===== config.mk =====
export PLATFORM = sky130hd
export DESIGN_NAME = shared_resource_mux_n
export DESIGN_NICKNAME = d
export VERILOG_FILES = /design/src/rtl/shared_resource_mux_pkg.sv /design/src/rtl/channel_fifo.sv /design/src/rtl/shared_resource_mux_n.sv
export SDC_FILE = /design/constraint.sdc
export NUM_CORES = 1
export LEC_CHECK = 0
export CORE_UTILIZATION = 57
export CTS_BUF_LIST = sky130_fd_sc_hd__clkbuf_8
export DETAILED_ROUTE_END_ITERATION = 8
export PLACE_DENSITY = 0.82
export SETUP_SLACK_MARGIN = 0.05
export SYNTH_ARGS = -nofsm -noshare
export SYNTH_HDL_FRONTEND = slang
export SYNTH_SLANG_ARGS = --single-unit
export TNS_END_PERCENT = 5

===== constraint.sdc =====
create_clock -name clk -period 5.62 [get_ports clk]
set_input_delay 1.405 -clock clk [delete_from_list [all_inputs] [get_ports clk]]
set_output_delay 1.405 -clock clk [all_outputs]
set_load 0.01 [all_outputs]

===== src/rtl/shared_resource_mux_pkg.sv =====
// Shared widths and the round-robin pick used by the shared_resource_mux_n front end.
// The pick works on a fixed 16-wide request vector, so any channel count up to 16 can use it.
package shared_resource_mux_pkg;

    localparam int DEF_NUM_CH   = 4;
    localparam int DEF_DATA_W   = 32;
    localparam int DEF_DEPTH    = 4;

    localparam int MAX_CH       = 16;
    localparam int MAX_CH_IDX_W = 4;

    localparam int CH_IDX_W     = $clog2(DEF_NUM_CH);
    localparam int CNT_W        = $clog2(DEF_DEPTH + 1);
    localparam int PTR_W        = $clog2(DEF_DEPTH);

    // Returns {found, index}: the first set elig bit at or after ptr, wrapping modulo n.
    function automatic logic [MAX_CH_IDX_W:0] rr_pick(
        input logic [MAX_CH-1:0]       elig,
        input logic [MAX_CH_IDX_W-1:0] ptr,
        input int                      n
    );
        logic [MAX_CH_IDX_W:0] pick;
        int                    idx;
        pick = '0;
        for (int i = 0; i < MAX_CH; i++) begin
            idx = (int'(ptr) + i) % n;
            if ((i < n) && !pick[MAX_CH_IDX_W] && elig[idx]) begin
                pick = {1'b1, idx[MAX_CH_IDX_W-1:0]};
            end
        end
        return pick;
    endfunction

endpackage


===== src/rtl/channel_fifo.sv =====
// Per-channel FIFO. Pointers wrap naturally because DEPTH is a power of two;
// flush returns the FIFO to its reset state in one cycle.
module channel_fifo
    import shared_resource_mux_pkg::*;
#(
    parameter int DATA_W = DEF_DATA_W,
    parameter int DEPTH  = DEF_DEPTH
) (
    input  logic              clk,
    input  logic              reset,
    input  logic              flush,
    input  logic              enq,
    input  logic              deq,
    input  logic [DATA_W-1:0] din,
    output logic [DATA_W-1:0] dout,
    output logic              empty,
    output logic              full
);

    localparam int L_CNT_W = $clog2(DEPTH + 1);
    localparam int L_PTR_W = $clog2(DEPTH);
    localparam logic [L_PTR_W-1:0] PTR_ONE  = L_PTR_W'(1);
    localparam logic [L_CNT_W-1:0] CNT_ONE  = L_CNT_W'(1);
    localparam logic [L_CNT_W-1:0] CNT_FULL = L_CNT_W'(DEPTH);

    logic [DATA_W-1:0]  r_mem [DEPTH];
    logic [L_PTR_W-1:0] r_wr_ptr;
    logic [L_PTR_W-1:0] r_rd_ptr;
    logic [L_CNT_W-1:0] r_count;
    logic               w_do_enq;
    logic               w_do_deq;

    assign empty    = (r_count == '0);
    assign full     = (r_count == CNT_FULL);
    assign dout     = r_mem[r_rd_ptr];
    assign w_do_enq = enq & ~full & ~flush;
    assign w_do_deq = deq & ~empty & ~flush;

    always_ff @(posedge clk or negedge reset) begin
        if (!reset) begin
            r_wr_ptr <= '0;
            r_rd_ptr <= '0;
            r_count  <= '0;
        end else if (flush) begin
            r_wr_ptr <= '0;
            r_rd_ptr <= '0;
            r_count  <= '0;
        end else begin
            if (w_do_enq) r_wr_ptr <= r_wr_ptr + PTR_ONE;
            if (w_do_deq) r_rd_ptr <= r_rd_ptr + PTR_ONE;
            case ({w_do_enq, w_do_deq})
                2'b10:   r_count <= r_count + CNT_ONE;
                2'b01:   r_count <= r_count - CNT_ONE;
                default: ;
            endcase
        end
    end

    // Storage is not reset; the count and pointers alone define what is valid.
    always_ff @(posedge clk) begin
        if (reset && w_do_enq) r_mem[r_wr_ptr] <= din;
    end

endmodule


===== src/rtl/shared_resource_mux_n.sv =====
// N-channel front end that time-shares one external combinational resource.
// Each channel: FIFO with empty-bypass, round-robin grant, registered result with stall/flush.
module shared_resource_mux_n
    import shared_resource_mux_pkg::*;
#(
    parameter int NUM_CH = DEF_NUM_CH,
    parameter int DATA_W = DEF_DATA_W,
    parameter int DEPTH  = DEF_DEPTH
) (
    input  logic                     clk,
    input  logic                     reset,
    input  logic [NUM_CH-1:0]        in_valid,
    input  logic [NUM_CH*DATA_W-1:0] in_data,
    input  logic [NUM_CH-1:0]        in_flush,
    input  logic [NUM_CH-1:0]        in_stall,
    output logic [NUM_CH-1:0]        out_stall,
    output logic [NUM_CH-1:0]        out_valid,
    output logic [NUM_CH*DATA_W-1:0] out_data,
    output logic [NUM_CH-1:0]        out_flush,
    output logic [DATA_W-1:0]        res_in,
    input  logic [DATA_W-1:0]        res_out,
    output logic [NUM_CH-1:0]        grant
);

    // Handshake: a beat transfers on in_valid_i while out_stall_i is low; out_valid_i
    // holds with out_data_i while in_stall_i is high, and is consumed when in_stall_i is low.
    localparam int L_CH_IDX_W = (NUM_CH > 1) ? $clog2(NUM_CH) : 1;

    logic [NUM_CH-1:0]       w_empty;
    logic [NUM_CH-1:0]       w_full;
    logic [NUM_CH-1:0]       w_req;
    logic [NUM_CH-1:0]       w_ready;
    logic [NUM_CH-1:0]       w_elig;
    logic [NUM_CH-1:0]       w_grant;
    logic [NUM_CH-1:0]       w_enq;
    logic [NUM_CH-1:0]       w_deq;
    logic [DATA_W-1:0]       w_fifo_dout [NUM_CH];
    logic [DATA_W-1:0]       w_head      [NUM_CH];
    logic [DATA_W-1:0]       w_res_in;
    logic [MAX_CH_IDX_W:0]   w_pick;
    logic [MAX_CH_IDX_W-1:0] w_pick_idx;

    logic [L_CH_IDX_W-1:0]   r_ptr;
    logic [NUM_CH-1:0]       r_out_valid;
    logic [NUM_CH-1:0]       r_out_flush;
    logic [DATA_W-1:0]       r_out_data [NUM_CH];

    for (genvar g = 0; g < NUM_CH; g++) begin : g_ch
        channel_fifo #(
            .DATA_W (DATA_W),
            .DEPTH  (DEPTH)
        ) u_fifo (
            .clk   (clk),
            .reset (reset),
            .flush (in_flush[g]),
            .enq   (w_enq[g]),
            .deq   (w_deq[g]),
            .din   (in_data[g*DATA_W +: DATA_W]),
            .dout  (w_fifo_dout[g]),
            .empty (w_empty[g]),
            .full  (w_full[g])
        );

        assign w_head[g] = w_empty[g] ? in_data[g*DATA_W +: DATA_W] : w_fifo_dout[g];
        assign out_data[g*DATA_W +: DATA_W] = r_out_data[g];
    end

    assign w_req   = in_valid | ~w_empty;
    assign w_ready = ~r_out_valid | ~in_stall;
    assign w_elig  = w_req & w_ready & ~in_flush;

    assign w_pick     = rr_pick(MAX_CH'(w_elig), MAX_CH_IDX_W'(r_ptr), NUM_CH);
    assign w_pick_idx = w_pick[MAX_CH_IDX_W-1:0];

    // Grant is masked by reset so nothing reaches the resource while reset is low.
    always_comb begin
        w_grant = '0;
        for (int k = 0; k < NUM_CH; k++) begin
            w_grant[k] = reset & w_pick[MAX_CH_IDX_W] & (w_pick_idx == MAX_CH_IDX_W'(k));
        end
    end

    always_comb begin
        w_res_in = '0;
        for (int k = 0; k < NUM_CH; k++) begin
            if (w_grant[k]) w_res_in = w_res_in | w_head[k];
        end
    end

    // A granted bypass beat goes straight to the resource and is never stored.
    assign w_enq = in_valid & ~w_full & ~in_flush & ~(w_grant & w_empty);
    assign w_deq = w_grant & ~w_empty;

    always_ff @(posedge clk or negedge reset) begin
        if (!reset) begin
            r_ptr <= '0;
        end else if (|w_grant) begin
            r_ptr <= L_CH_IDX_W'((w_pick_idx == MAX_CH_IDX_W'(NUM_CH - 1)) ? '0
                                 : w_pick_idx + MAX_CH_IDX_W'(1));
        end
    end

    always_ff @(posedge clk or negedge reset) begin
        if (!reset) begin
            r_out_valid <= '0;
            r_out_flush <= '0;
            for (int i = 0; i < NUM_CH; i++) r_out_data[i] <= '0;
        end else begin
            r_out_flush <= in_flush;
            for (int i = 0; i < NUM_CH; i++) begin
                if (in_flush[i]) begin
                    r_out_valid[i] <= 1'b0;
                end else if (w_grant[i]) begin
                    r_out_data[i]  <= res_out;
                    r_out_valid[i] <= 1'b1;
                end else if (!in_stall[i]) begin
                    r_out_valid[i] <= 1'b0;
                end
            end
        end
    end

    assign out_stall = w_full;
    assign out_valid = r_out_valid;
    assign out_flush = r_out_flush;
    assign res_in    = w_res_in;
    assign grant     = w_grant;

endmodule


==> impl_metrics.csv, run 1 <==
group,metric,value,unit
yosys,synth_flop_cell,"edfxtp_1",
power_and_ir_drop,power_density,407,nW/um^2
global_routing,grt_pass1_vias,17300,
worst_setup_path,r2r_cells,16,
outcome,status,"finished with violations",
yosys,syn_area,27700,um^2
sta,rsz0062_at_grt,"yes",
worst_setup_path,crit_required,4220,ps
clocking,cts_htree_levels,3,
global_routing,met3_usage,9.73,%
detailed_routing,wl_per_cell,27.3,um
yosys,synth_fp_nets,1692,
global_routing,gr-usage-met2,46.8,%
yosys,syn_inst,1494,
detailed_routing,routed-via-count,16800,
clocking,cts_buffer_depth,3,
global_routing,grt-busiest-layer,"met2",
power_and_ir_drop,cellLeakagePower,12.6,nW
global_routing,grt_pass1_wl,108,mm
floorplanning,die_h,222,um
sta,hold_viol,0,
final_layout,nFillCells,2675,
worst_setup_path,reg2reg_slack,1670,ps
detailed_routing,drt_iter0_markers,1873,
detailed_routing,dr.pass1.iters,5,
clocking,insertion_delay,710,ps
floorplanning,core-area,47800,um^2
sta,timing.slew.headroom,21.7,%
sta,report.final.setup_viol,18,
power_and_ir_drop,peakVddDrop,338,uV
sta,fin_crit_sh,102,%
final_layout,instances_no_fill,2716,
clocking,cts_tree,"yes",
worst_setup_path,crit_path_end_kind,"output pin",
yosys,async_reset_ff_share,24.5,%
global_routing,antenna_found_initial,20,
worst_setup_path,cp-start-kind,"input port",
sta,setup_tns,-683,ps
final_layout,drive_above_1_share,33.5,%
final_layout,final_core_util,73.8,%
clocking,cts_made_buffers,105,
placed_design,place_hpwl,47.0,mm
sta,whs,483,ps
floorplanning,fp.dieW,222,um
floorplanning,die-area,49400,um^2
clocking,clkTransAtPathRegs,60,ps
worst_setup_path,path_max_fanout,14,
yosys,ys_ff_latch,678,
sta,max_slew.worst_pin.slew,1170,ps
global_routing,grt_usage,29.8,%
sta,clock_skew,35.6,ps
yosys,ys.warnings.count,0,
outcome,violations,"negative setup slack",
sta,post-route-min-period,5710,ps
min_path,hold_path.class,"reg2reg",
clocking,cts_sinks,678,
detailed_routing,vias_per_cell,6.17,
floorplanning,start_util,57.8,%
clocking,clockRootBuffer,"clkbuf_8",
placed_design,place_inst,2487,
placed_design,dp_slack,-1060,ps
clocking,postCtsHoldBufs,0,
detailed_routing,antenna_left,0,
sta,timing.final.ws_setup,-94.6,ps
placed_design,gp_congestion,0.886,
sta,fmax,175,MHz
global_routing,gr-total-overflow,0,
floorplanning,rows,80,
global_routing,grt_max_degree,91,
worst_setup_path,path_class,"in2out",
detailed_routing,remaining_drc_errors,0,
final_layout,final_common_cell,"edfxtp_1",
worst_setup_path,arrival,4310,ps
floorplanning,ios,350,
final_layout,most-common-layout-cells,"edfxtp_1 (512), clkdlybuf4s50_1 (303), dfrtp_1 (161)",
final_layout,area_growth,27.5,%
sta,slew_viol_final,0,
yosys,synth_edf_count,512,
yosys,synth.distinct_cells,65,
job,cap_violations,0,
final_layout,nets,2209,
placed_design,io_buffers,349,
global_routing,gr-usage-met1,38.7,%
yosys,ys_seq_area_share,70.6,%
min_path,min_path_cells,1,
detailed_routing,routed_wirelength,74.2,mm
yosys,syn_avg_cell_area,18.5,um^2
cells by family (layout without fill, tap and decap cells):
| kind of cell | after synthesis | after routing | synth area share (%) |
|---|---|---|---|
| AOI/OAI and AO/OA | 178 | 179 | 5.67 |
| and+or+nand+nor | 228 | 228 | 4.37 |
| buffers and inverters | 105 | 701 | 1.72 |
| muxes | 266 | 266 | 16.0 |
| xor gates and xnor gates | 15 | 15 | 0.475 |
| other | 0 | 10 | 0 |
| DFF | 678 | 678 | 70.6 |
| adders and majority gates | 24 | 24 | 1.19 |
through the flow:
stage	cell area [um^2]	power, mW
finish	35300	14.4
global route	35300	14.9
CTS	35100	14.3
detailed placement	32700	10.4
global placement	32700	10.3
floorplan	27700	8.19
layer usage:
metal	routed length (um)	vias up
met4	2560	18
met1	27200	8534
met5	121	-
met3	8620	177
met2	35700	970
li1	-	7055
final cells by class:
class	count	area, um^2	area share [%]
multi-input cells	712	8190	23.2
clock buffers	114	1570	4.45
well taps	615	769	2.18
flip-flops and latches	678	19500	55.4
diodes	10	25.0	0.0709
repair buffers	496	4780	13.6
inverters	18	70.1	0.199
clock inverters	73	344	0.975
sequential cells by signal, summed over array words and instances (netlist names):
register              count
g_ch.u_fifo.r_wr_ptr      8
g_ch.u_fifo.r_mem       512
g_ch.u_fifo.r_count      12
r_ptr                     2
out_data                128
g_ch.u_fifo.r_rd_ptr      8
out_flush                 4
out_valid                 4
Yosys cell counts (3+ instances only):
library cell  instances  area (um^2)
a21o_1                5         37.5
nor3b_1               3         22.5
xor2_1                5         43.8
mux2_1               10          113
or2_2                 3         18.8
o21a_1                3         22.5
nor3_1                6         30.0
o21ai_0              15         75.1
mux2_2              123         1390
a221oi_1              8         70.1
fa_1                  4         80.1
buf_2                24          120
mux4_2              128         2880
and2_1               14         87.6
a2111oi_4            14          385
and3_4                4         45.0
ha_1                 20          250
and3_1               30          188
o22ai_1               4         25.0
clkbuf_1             49          184
or3_1                 3         18.8
buf_1                 4         15.0
nor2_1               43          161
buf_4                 6         45.0
a22oi_1              80          601
xnor2_1              10         87.6
a21oi_1              23          115
nand2_1              51          191
nor2b_1              18          113
inv_2                 3         11.3
mux2i_1               5         50.1
inv_1                15         56.3
dfrtp_1             166         4150
nand3_1              21          105
edfxtp_1            512        15400
nand4_1              18          113
a21oi_2               3         26.3
buf_6                 4         45.0
where the power goes:
part	internal, mW	switching (mW)	total, mW	leakage (nW)
sequential	6.02	0.377	6.40	6.67
clock	1.87	1.91	3.78	1.09
combinational	2.24	1.96	4.19	4.81
total	10.1	4.24	14.4	12.6
path summary, 6_finish.rpt:
| check | from | to |
|---|---|---|
| max reg2reg | g_ch[3].u_fifo.r_count[0] | g_ch[0].u_fifo.r_mem[2][4] |
| min reg2reg | out_data[92] | out_data[92] |
| max | in_valid[2] | res_in[10] |
| min in group asynchronous | reset | g_ch[2].u_fifo.r_wr_ptr[1] |
| min | out_data[92] | out_data[92] |
| max in group asynchronous | reset | out_data[34] |
repair_timing:
action,in CTS,in global routing
pin swaps,51,44
setup buffers,29,3
gates resized for setup,241,66
cloned,5,0
setup endpoints to repair,36,35
critical path, cell delays in order:
cell	delay (ps)
buf_6	90
or4_4	560
buf_6	150
a22oi_4	220
a21oi_4	90
ha_2	190
and2_4	160
o21ai_4	100
inv_4	90
buf_12	160
and3_1	220
a2111oi_4	510
nand3_2	190
buf_6	160
(Power assumes the default switching activity.)
==> run 2: changes to the inputs <==
--- a/config.mk
+++ b/config.mk
@@ -8,7 +8,7 @@
 export CORE_UTILIZATION = 57
 export CTS_BUF_LIST = sky130_fd_sc_hd__clkbuf_8
 export DETAILED_ROUTE_END_ITERATION = 8
-export PLACE_DENSITY = 0.82
+export PLACE_DENSITY_LB_ADDON = 0.15
 export SETUP_SLACK_MARGIN = 0.05
 export SYNTH_ARGS = -nofsm -noshare
 export SYNTH_HDL_FRONTEND = slang
==> run 2 against run 1 <==
  * The run still ends with negative setup slack left
  * Cell count grew 0.48%
  * Routed wire length shrank 3.4%
  * Total power grew 0.86%
  * Combinational power shrank 2%
  * Design area grew 0.38%
  * Maximum frequency grew 1.0%
  * Sequential cell count is the same
  * Clock-buffer cell count grew 3
  * Highest routed layer unchanged
  * Global-route usage shrank 0.38 points
==> impl_metrics.csv, run 2 (synthesis gave the netlist of run 1 again) <==
group,metric,value,unit
sta,hold_viol,0,
worst_setup_path,cpMostUsedCell,"buf_6",
worst_setup_path,worst_path_dominant_cell_family,"compound AO/OA/AOI/OAI gates",
floorplanning,ios,350,
sta,timing.final.ws_setup,-36.8,ps
placed_design,place_inst,2495,
power_and_ir_drop,power_density,409,nW/um^2
detailed_routing,antenna_left,0,
final_layout,most-common-layout-cells,"edfxtp_1 (512), clkdlybuf4s50_1 (303), dfrtp_1 (162)",
sta,setup_tns,-81.7,ps
placed_design,place_hpwl,47.5,mm
worst_setup_path,cp-start-kind,"input port",
placed_design,io_buffers,349,
floorplanning,die_h,222,um
sta,whs,488,ps
sta,rsz0062_at_grt,"yes",
detailed_routing,remaining_drc_errors,0,
detailed_routing,routed-via-count,16500,
global_routing,antenna_found_initial,4,
outcome,status,"finished with violations",
power_and_ir_drop,total_power,14.5,mW
sta,max_slew.worst_pin.slew,1080,ps
sta,clock_skew,26.5,ps
worst_setup_path,crit_slowest_cell,"a2111oi_4",
clocking,cts_tree,"yes",
outcome,violations,"negative setup slack",
final_layout,drive_above_1_share,33.3,%
final_layout,regMostFlops,"g_ch.u_fifo.r_mem",
sta,report.final.setup_viol,5,
worst_setup_path,crit_buf_inv,5,
final_layout,final_core_util,74.0,%
clocking,cts_made_buffers,107,
final_layout,area_growth,28.0,%
sta,fmax,177,MHz
detailed_routing,vias_per_cell,6.04,
placed_design,gp_congestion,0.911,
worst_setup_path,path_class,"in2out",
placed_design,dp_slack,-1070,ps
worst_setup_path,cp-startpoint,"in_valid[2]",
floorplanning,start_util,57.8,%
sta,fin_crit_sh,101,%
worst_setup_path,r2r_cells,17,
clocking,insertion_delay,690,ps
placed_design,placed_area,32800,um^2
power_and_ir_drop,cellLeakagePower,12.7,nW
global_routing,gr-total-overflow,0,
sta,timing.slew.headroom,28.0,%
sta,slew_viol_final,0,
clocking,cts_htree_levels,3,
worst_setup_path,crit_path_max_incr_delay,500,ps
detailed_routing,routed_wirelength,71.7,mm
floorplanning,die-area,49400,um^2
global_routing,grt_pass1_vias,17200,
final_layout,nets,2224,
worst_setup_path,crit_path_end_kind,"output pin",
worst_setup_path,r2r_end,"g_ch[3].u_fifo.r_count[2]",
job,cap_violations,0,
sta,post-route-min-period,5660,ps
worst_setup_path,crit_required,4220,ps
clocking,clkTransAtPathRegs,60,ps
global_routing,grt_max_degree,72,
floorplanning,core-area,47800,um^2
detailed_routing,wl_per_cell,26.3,um
power_and_ir_drop,peakVddDrop,320,uV
clocking,clockRootBuffer,"clkbuf_8",
worst_setup_path,crit_end,"res_in[6]",
worst_setup_path,cp.depth,14,
min_path,hold_path.class,"reg2reg",
worst_setup_path,path_cells,"clkdlybuf4s15_1 > or4_4 > buf_6 > a22oi_4 > a21oi_2 > ha_2 > and2_4 > o21ai_4 > clkinv_4 > buf_6 > and3_4 > a2111oi_4 > nand3_1 > buf_2",
worst_setup_path,reg2reg_slack,1630,ps
detailed_routing,dr.pass1.iters,8,
final_layout,final_common_cell,"edfxtp_1",
final_layout,instances_no_fill,2729,
floorplanning,fp.dieW,222,um
floorplanning,rows,80,
clocking,cts_sinks,678,
detailed_routing,drt_iter0_markers,1654,
worst_setup_path,path_max_fanout,8,
global_routing,grt_pass1_wl,107,mm
global_routing,grt_usage,29.5,%
worst_setup_path,reg2reg_from,"g_ch[2].u_fifo.r_count[0]",
clocking,cts_buffer_depth,3,
final_layout,fin_area,35400,um^2
worst_setup_path,arrival,4250,ps
final_layout,largest_reg_flops,512,
## run 2: changes by cell type in the layout (fill, tap and decap cells not counted), moves of 5 or more
| cell | delta |
|---|---|
| buf_4 | +16 |
| buf_6 | -13 |
| a22oi_1 | +7 |
| a22oi_2 | -7 |
| diode_2 | -7 |
| buf_2 | -5 |
| clkbuf_2 | +5 |
| nor2b_1 | +5 |
## run 2: how the worst min path moves through the flow
stage                     cells past startpoint            to          from  slack [ps]
after detailed placement                      1  out_data[87]  out_data[87]         470
after CTS                                     1  out_data[87]  out_data[87]         490
after global routing                          1  out_data[93]  out_data[93]         520
after floorplan                               1  out_data[86]  out_data[86]         530
final                                         1  out_data[93]  out_data[93]         490
after global placement                        1  out_data[87]  out_data[87]         470
## run 2: power by group
group / switching [mW] / leakage [nW] / internal (mW)
clock: 1.89 / 1.18 / 2.10
sequential: 0.370 / 6.67 / 6.02
combinational: 1.90 / 4.83 / 2.22
## run 2: layout make-up
cell class,instances,area (um^2)
Sequential cell,678,19500
Fill cell,2869,12400
Multi-Input combinational cell,712,8120
Timing Repair Buffer,507,4860
Clock buffer,117,1610
Tap cell,615,769
Clock inverter,77,437
Inverter,18,72.6
Timing Repair inverter,2,12.5
Antenna cell,3,7.51
## run 2: repair_timing
item                       in CTS  in global routing
hold buffers                    0                  0
buffers inserted               26                  6
setup endpoints to repair      36                 34
gates cloned                    5                  0
gates resized for setup       219                 29
pin swaps                      44                 21
## run 2: per-layer routing
| metal | up-vias | routed length, um | part of all wire, % | track usage (%) |
|---|---|---|---|---|
| met1 | 8487 | 28400 | 40 | 41.3 |
| met3 | 108 | 6950 | 9.7 | 7.39 |
| met5 | - | 13 | 0.018 | 0 |
| met4 | 2 | 1570 | 2.2 | 9.05 |
| li1 | 7071 | - | - | - |
| met2 | 811 | 34700 | 48 | 46.0 |
